===== config.mk =====
export PLATFORM = sky130hd
export DESIGN_NAME = scurve_pulse_gen
export DESIGN_NICKNAME = d
export VERILOG_FILES = /design/src/rtl/scurve_pulse_gen.sv
export SDC_FILE = /design/constraint.sdc
export NUM_CORES = 1
export LEC_CHECK = 0
export CORE_ASPECT_RATIO = 0.8
export CORE_UTILIZATION = 56
export CTS_BUF_LIST = sky130_fd_sc_hd__clkbuf_4
export CTS_CLUSTER_SIZE = 25
export DETAILED_ROUTE_END_ITERATION = 12
export PLACE_DENSITY = 0.82
export SLEW_MARGIN = 5
export SYNTH_ARGS = -nofsm -noshare
export SYNTH_HDL_FRONTEND = slang
export SYNTH_SLANG_ARGS = --single-unit

===== constraint.sdc =====
create_clock -name Clk -period 3.12 [get_ports Clk]
set_clock_uncertainty 0.2 [all_clocks]
set_input_delay 0.624 -clock Clk [delete_from_list [all_inputs] [get_ports Clk]]
set_output_delay 0.624 -clock Clk [all_outputs]
set_load 0.005 [all_outputs]

===== src/rtl/scurve_pulse_gen.sv =====
// scurve_pulse_gen: charge-injection pulse generator driving CLK_EXT for the
// S-curve counter. Emits Pulse_Max pulses with programmable high/low widths.
// Optional feature macro: SCURVE_PULSE_GEN_CPT_STOP_EN
//   defined   -> Cpt_Done sampled in LOW ends the run early (DONE)
//   undefined -> Cpt_Done is ignored; exactly Pulse_Max pulses are emitted
module scurve_pulse_gen #(
  parameter int CNT_W = 16
) (
  input  logic             Clk,
  input  logic             reset_n,
  input  logic             Test_Start,
  input  logic [CNT_W-1:0] Pulse_Max,
  input  logic [CNT_W-1:0] High_Width,
  input  logic [CNT_W-1:0] Low_Width,
  input  logic             Cpt_Done,
  output logic             CLK_EXT,
  output logic [CNT_W-1:0] Pulse_Count,
  output logic             Gen_Busy,
  output logic             Gen_Done
);

  localparam logic [CNT_W-1:0] ONE  = CNT_W'(1);
  localparam logic [CNT_W-1:0] ZERO = '0;

  typedef enum logic [1:0] {
    ST_IDLE = 2'd0,
    ST_HIGH = 2'd1,
    ST_LOW  = 2'd2,
    ST_DONE = 2'd3
  } state_t;

  state_t           state_q, state_d;
  logic             clk_ext_q, clk_ext_d;
  logic [CNT_W-1:0] pulse_count_q, pulse_count_d;
  logic [CNT_W-1:0] phase_q, phase_d;
  logic [CNT_W-1:0] pulse_max_q, pulse_max_d;
  logic [CNT_W-1:0] high_w_q, high_w_d;
  logic [CNT_W-1:0] low_w_q, low_w_d;
  logic             cpt_stop;

`ifdef SCURVE_PULSE_GEN_CPT_STOP_EN
  assign cpt_stop = Cpt_Done;
`else
  logic unused_cpt_done;
  assign unused_cpt_done = Cpt_Done;
  assign cpt_stop        = 1'b0;
`endif

  // State, pulse output and counters; reset drops CLK_EXT immediately
  always_ff @(posedge Clk or negedge reset_n) begin
    if (!reset_n) begin
      state_q       <= ST_IDLE;
      clk_ext_q     <= 1'b0;
      pulse_count_q <= ZERO;
      phase_q       <= ZERO;
      pulse_max_q   <= ZERO;
      high_w_q      <= ONE;
      low_w_q       <= ONE;
    end else begin
      state_q       <= state_d;
      clk_ext_q     <= clk_ext_d;
      pulse_count_q <= pulse_count_d;
      phase_q       <= phase_d;
      pulse_max_q   <= pulse_max_d;
      high_w_q      <= high_w_d;
      low_w_q       <= low_w_d;
    end
  end

  // Next-state logic: configuration is captured (with 0 widths promoted to 1)
  // only when leaving IDLE, so a run never sees its parameters change
  always_comb begin
    state_d       = state_q;
    clk_ext_d     = clk_ext_q;
    pulse_count_d = pulse_count_q;
    phase_d       = phase_q;
    pulse_max_d   = pulse_max_q;
    high_w_d      = high_w_q;
    low_w_d       = low_w_q;

    case (state_q)
      ST_IDLE: begin
        clk_ext_d = 1'b0;
        if (Test_Start) begin
          pulse_max_d = Pulse_Max;
          high_w_d    = (High_Width == ZERO) ? ONE : High_Width;
          low_w_d     = (Low_Width == ZERO) ? ONE : Low_Width;
          if (Pulse_Max != ZERO) begin
            state_d       = ST_HIGH;
            clk_ext_d     = 1'b1;
            pulse_count_d = ONE;
            phase_d       = ONE;
          end else begin
            state_d       = ST_DONE;
            pulse_count_d = ZERO;
          end
        end
      end

      ST_HIGH: begin
        if (!Test_Start) begin
          state_d   = ST_IDLE;
          clk_ext_d = 1'b0;
        end else if (phase_q == high_w_q) begin
          state_d   = ST_LOW;
          clk_ext_d = 1'b0;
          phase_d   = ONE;
        end else begin
          phase_d = phase_q + ONE;
        end
      end

      ST_LOW: begin
        if (!Test_Start) begin
          state_d   = ST_IDLE;
          clk_ext_d = 1'b0;
        end else if (cpt_stop) begin
          state_d   = ST_DONE;
          clk_ext_d = 1'b0;
        end else if (phase_q == low_w_q) begin
          if (pulse_count_q == pulse_max_q) begin
            state_d   = ST_DONE;
            clk_ext_d = 1'b0;
          end else begin
            state_d       = ST_HIGH;
            clk_ext_d     = 1'b1;
            pulse_count_d = pulse_count_q + ONE;
            phase_d       = ONE;
          end
        end else begin
          phase_d = phase_q + ONE;
        end
      end

      ST_DONE: begin
        clk_ext_d = 1'b0;
        if (!Test_Start) begin
          state_d = ST_IDLE;
        end
      end

      default: begin
        state_d   = ST_IDLE;
        clk_ext_d = 1'b0;
      end
    endcase
  end

  assign CLK_EXT     = clk_ext_q;
  assign Pulse_Count = pulse_count_q;
  assign Gen_Busy    = (state_q == ST_HIGH) || (state_q == ST_LOW);
  assign Gen_Done    = (state_q == ST_DONE);

endmodule


==> results of run 1 <==
-- worst min path at each step --
stage                             end         from  slack [ns]
after global routing      high_w_q[0]  high_w_q[0]        0.34
after floorplan               CLK_EXT      reset_n        0.13
after global placement        CLK_EXT      CLK_EXT        0.27
after CTS                     CLK_EXT      CLK_EXT        0.31
after detailed placement      CLK_EXT      CLK_EXT        0.27
final                         CLK_EXT      CLK_EXT        0.30
-- state kept, by name (all words and copies together) (netlist names) --
name,cells
low_w_q,16
Pulse_Count,16
high_w_q,16
phase_q,16
CLK_EXT,1
state_q,2
pulse_max_q,16
-- where the power goes --
group / internal (mW) / switching (mW) / leakage [nW]
Combinational: 0.908 / 0.785 / 1.29
Clock: 0.250 / 0.400 / 0.0807
Sequential: 1.44 / 0.334 / 1.04
-- metal layers --
layer  vias to the layer above  global-route usage [%]
met3                        16                    6.75
met2                       141                    42.2
met5                         -                       0
li1                       1752                       -
met4                         0                    8.32
met1                      1884                    41.9
-- synth_stat cells (2+ instances only) --
master,n
a21o_1,14
a21oi_1,3
a22o_1,16
a41oi_1,2
and2_1,2
and3_1,6
and4_1,2
buf_1,7
buf_2,8
buf_4,2
buf_6,5
clkbuf_1,8
dfrtp_1,81
dfstp_2,2
ha_1,7
inv_1,10
mux2_2,47
nand2_1,26
nand2b_1,2
nand3_1,19
nand3b_1,8
nand4_1,10
nor2_1,21
nor2b_1,2
nor3_1,6
nor4_1,16
o211ai_1,2
o21ai_0,16
o21bai_1,2
o221ai_2,9
o41ai_1,2
or3_1,2
or4_1,2
xnor2_1,29
xnor2_2,3
xor2_1,16
-- cell families after synthesis --
logic type / count (synthesis) / synth area share, %
XOR/XNOR: 48 / 9.33
AO/OA/AOI/OAI: 81 / 14.3
adder cells (fa/ha/maj): 7 / 1.84
AND/OR/NAND/NOR: 131 / 15.0
buffers and inverters: 40 / 4.32
multiplexers: 48 / 11.5
flip-flops: 83 / 43.8
-- critical path: stages, from the launching register on --
cell	delay (ns)
dfrtp_1	0.48
inv_1	0.10
ha_1	0.33
nor3_1	0.23
o21bai_1	0.09
a311o_1	0.31
nor2b_1	0.81
a31o_2	0.26
-- timing repair --
item | CTS | global route
buffers inserted | 0 | 0
hold buffers | 1 | 0
hold endpoints to repair | 38 | 0
-- area by class of cell --
| cell class | count | area share [%] |
|---|---|---|
| multi-input combinational | 315 | 42.9 |
| sequential | 83 | 36.2 |
| timing repair buffer | 92 | 15.4 |
| tap | 108 | 2.35 |
| clock inverter | 7 | 1.31 |
| clock buffer | 9 | 1.17 |
| inverter | 10 | 0.653 |
-- per-stage QoR --
| step | TNS, ns | cell area [um2] |
|---|---|---|
| 6_report | 0 | 5750 |
| 5_1_grt | 0 | 5750 |
| 3_3_place_gp | -1.34 | 5600 |
| 2_1_floorplan | 0 | 4750 |
| 4_1_cts | 0 | 5750 |
| 3_5_place_dp | -2.15 | 5600 |
==> run_results.csv, run 1 <==
group,metric,value,unit
status,outcome,"finished, final reports clean",
logic_synthesis,synth_area,4750,um2
placed_design,numPortBuffers,69,
cells_and_area,nets,570,
logic_synthesis,synth_nets,497,
sta,setup_slack,0.254,ns
cells_and_area,area_growth,21.1,%
pwr,p_leak,2.41,nW
floorplan,die-area,8860,um2
logic_synthesis,synth_area_leaders,"dfrtp_1, mux2_2, xnor2_1",
cells_and_area,multi_input_area,2470,um2
detailed_routing,top_layer,"met4",
sta,worst_hold_slack,0.302,ns
cells_and_area,num_antenna_cells,0,
placed_design,pre_cts_slack,-0.162,ns
logic_synthesis,yosysTopAreaCell,"dfrtp_1",
worst_setup_path,path_class,"reg -> reg",
sta,fmax,349,MHz
clock_tree,cts_made_buffers,9,
detailed_routing,wl_met1,5600,um
worst_setup_path,arrival,3.05,ns
logic_synthesis,ys_ff_latch,83,
cells_and_area,final_common_cell,"dfrtp_1",
sta,worstMarginPinSlew,1.04,ns
global_routing,grt_pass1_wl,19300,um
detailed_routing,viasPerCell,6.08,
worst_setup_path,ff2ff_path_depth,7,
global_routing,grt_pass1_vias,3708,
cells_and_area,regArea,2080,um2
worst_setup_path,critPathLaunchType,"flip-flop",
pwr,power_density,716,nW/um2
worst_setup_path,r2r_slack,0.25,ns
sta,rsz0062_at_grt,"false",
sta,fin_crit,2.87,ns
run,drv_cap,0,
pwr,peakVddDrop,0.468,mV
placed_design,place_hpwl,8760,um
detailed_routing,routed-via-count,3793,
detailed_routing,drc,0,
sta,final_hold_viol_count,0,
clock_tree,clk_latency,0.44,ns
global_routing,grt_max_degree,51,
floorplan,fp.dieW,105,um
clock_tree,clock_path_buffers,2,
detailed_routing,dr_wl_met2,5180,um
clock_tree,root_buffer,"clkbuf_4",
min_path,min_path_cells,1,
detailed_routing,wl_per_cell,18.8,um
floorplan,initial_core_util,58.7,%
worst_setup_path,endpoint,"phase_q[11]",
detailed_routing,first_pass_iters,5,
floorplan,io_pins,71,
detailed_routing,ant_nets,0,
placed_design,dp_cells,607,
global_routing,antenna_found_initial,0,
detailed_routing,drtIter0Drc,252,
min_path,hp-class,"reg -> reg",
sta,finalSetupViolations,0,
logic_synthesis,synth_edf_count,0,
cells_and_area,final_cell_mix,"dfrtp_1, clkdlybuf4s50_1, mux2_2, xnor2_1, nand2_1",
clock_tree,cts_resized,0,
logic_synthesis,async_flop_share,100,%
worst_setup_path,critPathMaxFanout,15,
global_routing,grt_use_total,28.5,%
worst_setup_path,cp-startpoint,"state_q[0]",
logic_synthesis,yosysSeqAreaShare,43.8,%
floorplan,coreArea,8090,um2
floorplan,rows,29,
cells_and_area,final_core_util,71.1,%
placed_design,gp_congestion,0.871,
sta,slew_violations,0,
sta,timing.final.crit_share,91.9,%
logic_synthesis,ys.flop_type,"dfrtp_1",
logic_synthesis,syn_inst,438,
cells_and_area,drive_above_1_share,21.3,%
pwr,finalPower,4.12,mW
floorplan,dieHeight,84.4,um
logic_synthesis,yosysTopAreaCellShare,42.7,%
sta,max-slew-margin-rel,30.5,%
cells_and_area,final_cells,624,
worst_setup_path,timing.rr.start,"state_q[0]",
clock_tree,htree_levels,3,
clock_tree,cts_num_sinks,83,
worst_setup_path,r2r-end,"phase_q[11]",
worst_setup_path,crit_required,3.31,ns
clock_tree,clk_pin_slew_worst_paths,0.15,ns
logic_synthesis,postSynthAreaPerCell,10.8,um2
clock_tree,cts_tree,"yes",
worst_setup_path,endpoint_kind,"flip-flop",
detailed_routing,dr_wl_met3,785,um
logic_synthesis,yosysWarnings,0,
logic_synthesis,synth_cell_type_count,59,
cells_and_area,fillers,599,
detailed_routing,drt-total-wl,11700,um
global_routing,grt-ovfl-total,0,
Note: power is estimated with default switching activity, not from simulation.
==> run 2, diff against run 1 <==
Settings changed: CORE_UTILIZATION 56 to 30, CTS_CLUSTER_DIAMETER from default to 80, PLACE_DENSITY 0.82 to default.
==> run_results.csv, run 2 (synthesized netlist as in run 1, its figures left out) <==
group,metric,value,unit
worst_setup_path,path_class,"in -> reg",
clock_tree,htree_levels,3,
worst_setup_path,timing.rr.start,"state_q[0]",
sta,slew_violations,0,
detailed_routing,first_pass_iters,4,
min_path,hold_path_end,"CLK_EXT",
sta,finalSetupViolations,0,
floorplan,dieHeight,115,um
sta,worst_hold_slack,0.302,ns
worst_setup_path,crit_family,"simple AND/OR/NAND/NOR gates",
clock_tree,root_buffer,"clkbuf_4",
worst_setup_path,cp_cell_sequence,"clkdlybuf4s50_1 -> nor4_1 -> and4_1 -> and2_1 -> a311o_1 -> nor2b_1 -> a22o_1",
cells_and_area,nets,572,
cells_and_area,drive_above_1_share,21.3,%
clock_tree,cts_resized,0,
detailed_routing,drt-total-wl,12000,um
worst_setup_path,r2r_slack,0.27,ns
global_routing,grt_max_degree,51,
pwr,p_leak,2.39,nW
global_routing,grt_pass1_vias,3601,
cells_and_area,final_cell_mix,"dfrtp_1, clkdlybuf4s50_1, mux2_2, xnor2_1",
status,outcome,"finished, final reports clean",
sta,fin_crit,2.87,ns
sta,fmax,348,MHz
clock_tree,cts_num_sinks,83,
floorplan,coreArea,15200,um2
min_path,hp-class,"reg -> reg",
cells_and_area,fillers,1503,
detailed_routing,viasPerCell,5.06,
sta,timing.final.crit_share,92.1,%
min_path,min_path_cells,1,
detailed_routing,wl_per_cell,16.5,um
floorplan,die-area,16300,um2
floorplan,rows,40,
placed_design,place_hpwl,9080,um
worst_setup_path,ff2ff_path_depth,7,
worst_setup_path,r2r-end,"phase_q[6]",
cells_and_area,regArea,2080,um2
worst_setup_path,critPathMaxFanout,15,
worst_setup_path,arrival,3.06,ns
sta,final_hold_viol_count,0,
worst_setup_path,crit_required,3.31,ns
worst_setup_path,slowest_stage,"nor2b_1",
global_routing,antenna_found_initial,0,
clock_tree,cts_tree,"yes",
pwr,finalPower,4.02,mW
global_routing,grt-ovfl-total,0,
detailed_routing,ant_nets,0,
pwr,power_density,689,nW/um2
cells_and_area,final_common_cell,"dfrtp_1",
detailed_routing,routed-via-count,3679,
cells_and_area,multi_input_area,2470,um2
clock_tree,cts_made_buffers,9,
floorplan,initial_core_util,31.2,%
floorplan,fp.dieW,143,um
placed_design,numPortBuffers,69,
worst_setup_path,critPathLaunchType,"primary input",
sta,rsz0062_at_grt,"false",
floorplan,io_pins,71,
detailed_routing,drtIter0Drc,225,
detailed_routing,drc,0,
min_path,hp-start,"CLK_EXT",
clock_tree,clock_path_buffers,2,
pwr,peakVddDrop,0.249,mV
clock_tree,clk_pin_slew_worst_paths,0.13,ns
cells_and_area,area_growth,22.8,%
clock_tree,clk_latency,0.46,ns
global_routing,grt_use_total,15.9,%
sta,worstMarginPinSlew,1.14,ns
cells_and_area,num_antenna_cells,0,
worst_setup_path,critical_path.max_stage_delay,0.88,ns
clock_tree,cts_setup_buffers,0,
global_routing,grt_pass1_wl,19500,um
run,drv_cap,0,
placed_design,gp_congestion,0.805,
worst_setup_path,endpoint_kind,"flip-flop",
sta,max-slew-margin-rel,23.6,%
worst_setup_path,cp_num_buf_inv,1,
run 2: cell types whose count changed in the layout (fill, tap and decap cells not counted), moves of 2 or more:
cell / previous run / this run
buf_4: 21 / 25
clkbuf_4: 9 / 12
buf_12: 2 / 0
clkinv_4: 2 / 0
inv_6: 2 / 0
run 2: per-layer routing:
layer,up-vias,part of all wire (%),GRT usage (%)
met3,17,3.4,2.01
met2,77,43,22.3
met1,1833,52,23.7
met5,-,0,0
met4,0,2.0,7.89
li1,1752,-,-
run 2: layout make-up:
type                    instances  area share, %
inverters                      10          0.644
well taps                     210           4.51
clock inverters                 3          0.279
clock buffers                  12           1.54
flip-flops and latches         83           35.7
repair buffers                 94           15.1
multi-input cells             315           42.3
run 2: metrics by stage:
step	utilization, %	cell area (um2)	instances	TNS (ns)	setup WS, ns
2_1_floorplan	-	4750	438	0	0.629
3_3_place_gp	37.6	5720	711	-3.25	-0.239
3_5_place_dp	37.6	5720	711	-3.08	-0.232
4_1_cts	38.3	5830	727	0	0.266
5_1_grt	38.3	5830	727	0	0.0280
6_report	38.3	5830	727	0	0.246
run 2: how the worst max path moves through the flow:
stage,cells after the start,slack [ns],startpoint,end
detailed placement,7,-0.23,Pulse_Max[7],phase_q[11]
global route,7,0.03,state_q[0],phase_q[6]
floorplan,7,0.63,low_w_q[0],Pulse_Count[0]
finish,7,0.25,Pulse_Max[8],phase_q[6]
global placement,7,-0.24,Pulse_Max[13],phase_q[11]
CTS,6,0.27,phase_q[15],Pulse_Count[0]
run 2: repair_timing:
item	in CTS	in global routing
hold buffers	1	0
endpoints found under the hold margin	24	0
setup endpoints to repair	0	0
run 2: worst reg2reg max path, cell delays in order, from the launching register on:
cell      delay (ns)
dfrtp_1         0.47
inv_1           0.09
ha_1            0.30
nor3_1          0.20
o21bai_1        0.09
a311o_1         0.29
nor2b_1         0.88
a22o_1          0.26
run 2: power breakdown:
group / total, mW / leakage [nW] / switching, mW / internal (mW)
sequential: 1.75 / 1.04 / 0.313 / 1.44
combinational: 1.70 / 1.29 / 0.792 / 0.909
clock: 0.563 / 0.0608 / 0.379 / 0.183
